### src/rtl/ldu_aq_gate.sv
// Load-side acquire gate: buffers loads and releases each one only when no older
// active acquire (mem for all loads, io additionally for io loads) is outstanding.
module ldu_aq_gate #(
    parameter int ENTRIES         = 4,
    parameter int PAYLOAD_WIDTH   = 32,
    parameter int LOG_ROB_ENTRIES = 7
) (
    input  logic                       CLK,
    input  logic                       RST,

    input  logic                       ldu_in_valid,
    input  logic                       ldu_in_io,
    input  logic [LOG_ROB_ENTRIES-1:0] ldu_in_ROB_index,
    input  logic [PAYLOAD_WIDTH-1:0]   ldu_in_payload,
    output logic                       ldu_in_ready,

    output logic                       ldu_out_valid,
    output logic [LOG_ROB_ENTRIES-1:0] ldu_out_ROB_index,
    output logic [PAYLOAD_WIDTH-1:0]   ldu_out_payload,
    input  logic                       ldu_out_ready,

    input  logic [LOG_ROB_ENTRIES-1:0] rob_abs_head_index,
    input  logic                       rob_kill_valid,
    input  logic [LOG_ROB_ENTRIES-1:0] rob_kill_rel_kill_younger_index,

    input  logic                       stamofu_aq_mem_aq_active,
    input  logic [LOG_ROB_ENTRIES-1:0] stamofu_aq_mem_aq_oldest_abs_ROB_index,
    input  logic                       stamofu_aq_io_aq_active,
    input  logic [LOG_ROB_ENTRIES-1:0] stamofu_aq_io_aq_oldest_abs_ROB_index,

    output logic                       ldu_aq_stall_active
);
    localparam int IDX_W = $clog2(ENTRIES);
    typedef logic [LOG_ROB_ENTRIES-1:0] rob_t;

    logic [ENTRIES-1:0]                    valid_q, valid_d;
    logic [ENTRIES-1:0]                    io_q, io_d;
    rob_t [ENTRIES-1:0]                    rob_q, rob_d;
    logic [ENTRIES-1:0][PAYLOAD_WIDTH-1:0] pay_q, pay_d;
    logic                                  stall_q;

    // Modular subtraction gives the age relative to the ROB head.
    function automatic rob_t rel(input rob_t x, input rob_t head);
        return x - head;
    endfunction

    rob_t mem_old_rel, io_old_rel, in_rel;
    assign mem_old_rel = rel(stamofu_aq_mem_aq_oldest_abs_ROB_index, rob_abs_head_index);
    assign io_old_rel  = rel(stamofu_aq_io_aq_oldest_abs_ROB_index, rob_abs_head_index);
    assign in_rel      = rel(ldu_in_ROB_index, rob_abs_head_index);

    logic [ENTRIES-1:0] kill_hit, blocked;

    for (genvar gi = 0; gi < ENTRIES; gi++) begin : g_ent
        rob_t e_rel;
        assign e_rel        = rel(rob_q[gi], rob_abs_head_index);
        assign kill_hit[gi] = rob_kill_valid & (e_rel >= rob_kill_rel_kill_younger_index);
        assign blocked[gi]  = (stamofu_aq_mem_aq_active & (e_rel > mem_old_rel))
                            | (io_q[gi] & stamofu_aq_io_aq_active & (e_rel > io_old_rel));
    end

    logic             cand_found, free_found;
    logic [IDX_W-1:0] cand_idx, free_idx;

    // Descending scans so the lowest matching index wins.
    always_comb begin
        cand_found = 1'b0;
        cand_idx   = '0;
        free_found = 1'b0;
        free_idx   = '0;
        for (int i = ENTRIES - 1; i >= 0; i--) begin
            if (valid_q[i] & ~kill_hit[i] & ~blocked[i]) begin
                cand_found = 1'b1;
                cand_idx   = IDX_W'(i);
            end
            if (~valid_q[i]) begin
                free_found = 1'b1;
                free_idx   = IDX_W'(i);
            end
        end
    end

    assign ldu_in_ready        = free_found;
    assign ldu_out_valid       = cand_found;
    assign ldu_out_ROB_index   = cand_found ? rob_q[cand_idx] : '0;
    assign ldu_out_payload     = cand_found ? pay_q[cand_idx] : '0;
    assign ldu_aq_stall_active = stall_q;

    logic enq_fire, deq_fire, in_killed;
    assign in_killed = rob_kill_valid & (in_rel >= rob_kill_rel_kill_younger_index);
    // A load killed on arrival is still handshaken, just never stored.
    assign enq_fire  = ldu_in_valid & ldu_in_ready & ~in_killed;
    assign deq_fire  = cand_found & ldu_out_ready;

    always_comb begin
        valid_d = valid_q & ~kill_hit;
        io_d    = io_q;
        rob_d   = rob_q;
        pay_d   = pay_q;
        if (deq_fire) begin
            valid_d[cand_idx] = 1'b0;
        end
        if (enq_fire) begin
            valid_d[free_idx] = 1'b1;
            io_d[free_idx]    = ldu_in_io;
            rob_d[free_idx]   = ldu_in_ROB_index;
            pay_d[free_idx]   = ldu_in_payload;
        end
    end

    always_ff @(posedge CLK) begin
        if (RST) begin
            valid_q <= '0;
            stall_q <= 1'b0;
        end else begin
            valid_q <= valid_d;
            stall_q <= |(valid_q & blocked);
        end
        io_q  <= io_d;
        rob_q <= rob_d;
        pay_q <= pay_d;
    end
endmodule

### config.mk
export PLATFORM = sky130hd
export DESIGN_NAME = ldu_aq_gate
export DESIGN_NICKNAME = d
export VERILOG_FILES = /design/src/rtl/ldu_aq_gate.sv
export SDC_FILE = /design/constraint.sdc
export NUM_CORES = 1
export LEC_CHECK = 0
export ABC_CLOCK_PERIOD_IN_PS = 14500
export BUFFER_PORTS_ARGS = -buffer_cell sky130_fd_sc_hd__buf_2
export CAP_MARGIN = 20
export CORE_ASPECT_RATIO = 1.4
export CORE_MARGIN = 5
export CORE_UTILIZATION = 50
export DETAILED_ROUTE_END_ITERATION = 10
export HOLD_SLACK_MARGIN = 0.05
export MAX_ROUTING_LAYER = met4
export PLACE_DENSITY_LB_ADDON = 0.3
export SETUP_SLACK_MARGIN = 0.3
export SYNTH_ARGS = -nofsm -noshare
export SYNTH_HDL_FRONTEND = slang
export SYNTH_SLANG_ARGS = --single-unit
### constraint.sdc
create_clock -name CLK -period 14.5 [get_ports CLK]
set_input_delay 1.45 -clock CLK [delete_from_list [all_inputs] [get_ports CLK]]
set_output_delay 1.45 -clock CLK [all_outputs]
set_load 0.01 [all_outputs]
==> impl_metrics.tcl <==
set metrics [dict create \
    relSlewSlack_pct 32.6 \
    grt_pass1_wl_um 40700 \
    core_area_um2 21000 \
    place.gp.congestion 0.923 \
    wl_um 25800 \
    synth_top_flop_cell "edfxtp_1" \
    rows 63 \
    critPathArrivalTime_ns 6.71 \
    worst-setup-path-type "input port to output port" \
    final-setup-viol-count 0 \
    slew_violations 0 \
    wire_per_inst_um 20.0 \
    grt_pass1_vias 7590 \
    cellLeakagePower_nw 5.29 \
    crit_path_end_kind "output port" \
    hp-class "flip-flop to flip-flop" \
    post_cts_resized 0 \
    synth_seq_area_share_pct 46.4 \
    r2r-end "valid_q[1]$_SDFF_PP0_" \
    reg2reg_setup_slack_ns 10.21 \
    worstPathCellList "buf_2 -> inv_1 -> ha_1 -> nor2b_1 -> o31ai_1 -> nand2_1 -> ha_1 -> and4_1 -> a21oi_1 -> maj3_2 -> maj3_2 -> a22o_1 -> a311oi_4 -> buf_4 -> nor2_1 -> nand2_2 -> o221ai_1 -> buf_2" \
    areaGrowthSynthToFinish_pct 13.6 \
    p_seq_share_pct 40.2 \
    netlist_area_um2 10600 \
    ys_async_sr_fraction_pct 0 \
    comb_power_share_pct 27.1 \
    timing.final.ws_setup_ns 6.34 \
    finClkSkew_ns 0.0116 \
    ant_nets 0 \
    cts_tree "yes" \
    hold_depth 2 \
    grt_max_degree 43 \
    period_minus_slack_ns 8.16 \
    critical-path-max-stage-delay_ns 0.68 \
    fmaxAchievable_ghz 0.123 \
    worstPathRequired_ns 13.05 \
    drive_gt1_share_pct 19.0 \
    chipHeight_um 182 \
    grt_remaining_overflow 0 \
    cpMaxStageDelayCell "nand2_2" \
    h-tree-depth 4 \
    clock-sinks 165 \
    hold_path_startpoint "valid_q[0]$_SDFF_PP0_" \
    worstSkewPairLatency_ns 0.42 \
    fin_setup_tns_ns 0 \
    cts.reportedPaths.clkPinSlew_ns 0.08 \
    final_nets 1214 \
    status "completed" \
    yosysMostFrequentCell "edfxtp_1" \
    r2r_start "rob_q[0]$_DFFE_PP_" \
    synth_top_area_share_pct 45.5 \
    dpl_worst_slack_ns 6.34 \
    ys_seq_elements 165 \
    switchingPower_mw 0.452 \
    nFillCells 1788 \
    antenna_found_initial 1 \
    num_io_pins 117 \
    drtIter0Drc 454 \
    cp-start-kind "input port" \
    path_delay_family "simple AND/OR/NAND/NOR gates" \
    hold_violations 0 \
    drc 0 \
    period_share_pct 56.3 \
    synth_commonest_cells "edfxtp_1, ha_1, inv_1" \
    synth_top_area_cell "edfxtp_1" \
    netlist_top_cells_area "edfxtp_1, ha_1, mux2i_1, inv_1, xnor2_1" \
    cellInternalPower_mw 0.931 \
    cts-root-buf "clkbuf_16" \
    die-area_um2 24200 \
    start_util_pct 50.4 \
    hold_end "ldu_aq_stall_active$_SDFF_PP0_" \
    irDropWorstVdd_v 0.000105 \
    syn_inst 899 \
    p_clk_share_pct 32.7 \
    critical_path_buf_inv_count 4 \
    swShare_pct 32.7 \
    die_w_um 133 \
    avgSynthCellArea_um2 11.8 \
    num_vias 7309 \
    clock_path_buffers 2 \
    yosysWarnings 0 \
    postCtsHoldBufs 0 \
    cts.repair_timing.setup_buffer_count 0 \
    ys_types 78 \
    final_util_pct 57.3 \
    power_density_nw_per_um2 115 \
    rsz0062_at_grt "no" \
    whs_ns 0.591 \
    port_buffers 116 \
    gr-usage-all-layers_pct 22.4 \
    r2r_cells 18 \
    viasPerCell 5.66 \
    numCtsBuffers 17 \
    max_cap_violations 0 \
    first_pass_iters 5 \
    synth_edf_count 160 \
    worstMarginPinSlew_ns 1.01 \
    path_max_fanout 42 \
    dp_hpwl_um 19500 \
    synth_nets 1097 \
]
## per-stage QoR
stage                     area [µm²]  power (mW)  std cells
after floorplan                10600       0.827        899
after global routing           12000        1.46       1290
after global placement         11400       0.933       1257
final                          12000        1.38       1291
after detailed placement       11400       0.940       1257
after CTS                      12000        1.39       1289
## layer usage
metal	global-route usage, %	vias up	share of wire, %
li1	-	3585	-
met1	24.2	3481	39
met2	40.3	189	53
met3	2.58	54	3.2
met4	11.5	0	4.7
met5	-	-	0
## cell type report
cell class                 instances  area (µm²)  area share [%]
multi-input combinational        612        5170            43.0
sequential                       165        4900            40.8
timing repair buffer             123         633            5.27
clock buffer                      17         425            3.54
inverter                          97         364            3.03
tap                              260         325            2.71
clock inverter                    15         183            1.52
antenna                            2        5.00          0.0417
## logic make-up (layout without fill, tap and decap cells)
logic type	count (synthesis)	count (layout)	share of synthesized area [%]
buffers and inverters	122	252	4.98
XOR/XNOR	44	44	3.91
multiplexers	40	40	3.85
AO/OA/AOI/OAI	188	188	14.7
AND/OR/NAND/NOR	211	211	10.5
adder cells (fa/ha/maj)	129	129	15.7
other	0	2	0
flip-flops	165	165	46.4
## sequential cells by signal, indices dropped and copies added (netlist names)
register and flops:
pay_q 128, rob_q 28, io_q 4, valid_q 4
ldu_aq_stall_active 1
## worst register-to-register path, delay by kind of cell (launching register included)
kind	cells	cell delay, ns
buffers and inverters	4	0.65
xor gates and xnor gates	1	0.18
and+or+nand+nor	1	0.17
adders and majority gates	3	0.91
DFF	1	0.39
AOI/OAI and AO/OA	9	1.94
## layout by cell type, fill, tap and decap left out, drive strengths merged, types with 12 or more instances in the layout
master / count
xnor2: 37
mux2i: 38
clkbuf: 17
ha: 116
edfxtp: 160
and2: 38
o221ai: 40
nand2b: 18
nor2: 29
inv: 103
a21oi: 34
buf: 123
a21o: 35
nand2: 66
nor2b: 12
## how the worst max path moves through the flow
stage | cells past startpoint | start | to | slack, ns
CTS | 18 | rob_abs_head_index[1] | ldu_out_payload[8] | 6.32
finish | 18 | rob_abs_head_index[1] | ldu_out_payload[8] | 6.34
floorplan | 10 | rob_abs_head_index[1] | io_q[3]$_DFFE_PP_ | 6.14
global placement | 18 | rob_abs_head_index[1] | ldu_out_payload[30] | 6.49
detailed placement | 18 | rob_abs_head_index[1] | ldu_out_payload[8] | 6.34
global route | 18 | rob_abs_head_index[1] | ldu_out_payload[30] | 5.91
## power groups by stage
stage               Clock, mW  Sequential, mW  Combinational [mW]
floorplan                   0           0.565               0.262
global placement            0           0.566               0.368
detailed placement          0           0.567               0.374
CTS                     0.461           0.556               0.376
global route            0.483           0.558               0.418
finish                  0.453           0.556               0.374
No activity file was read; power rests on OpenSTA's default activity.
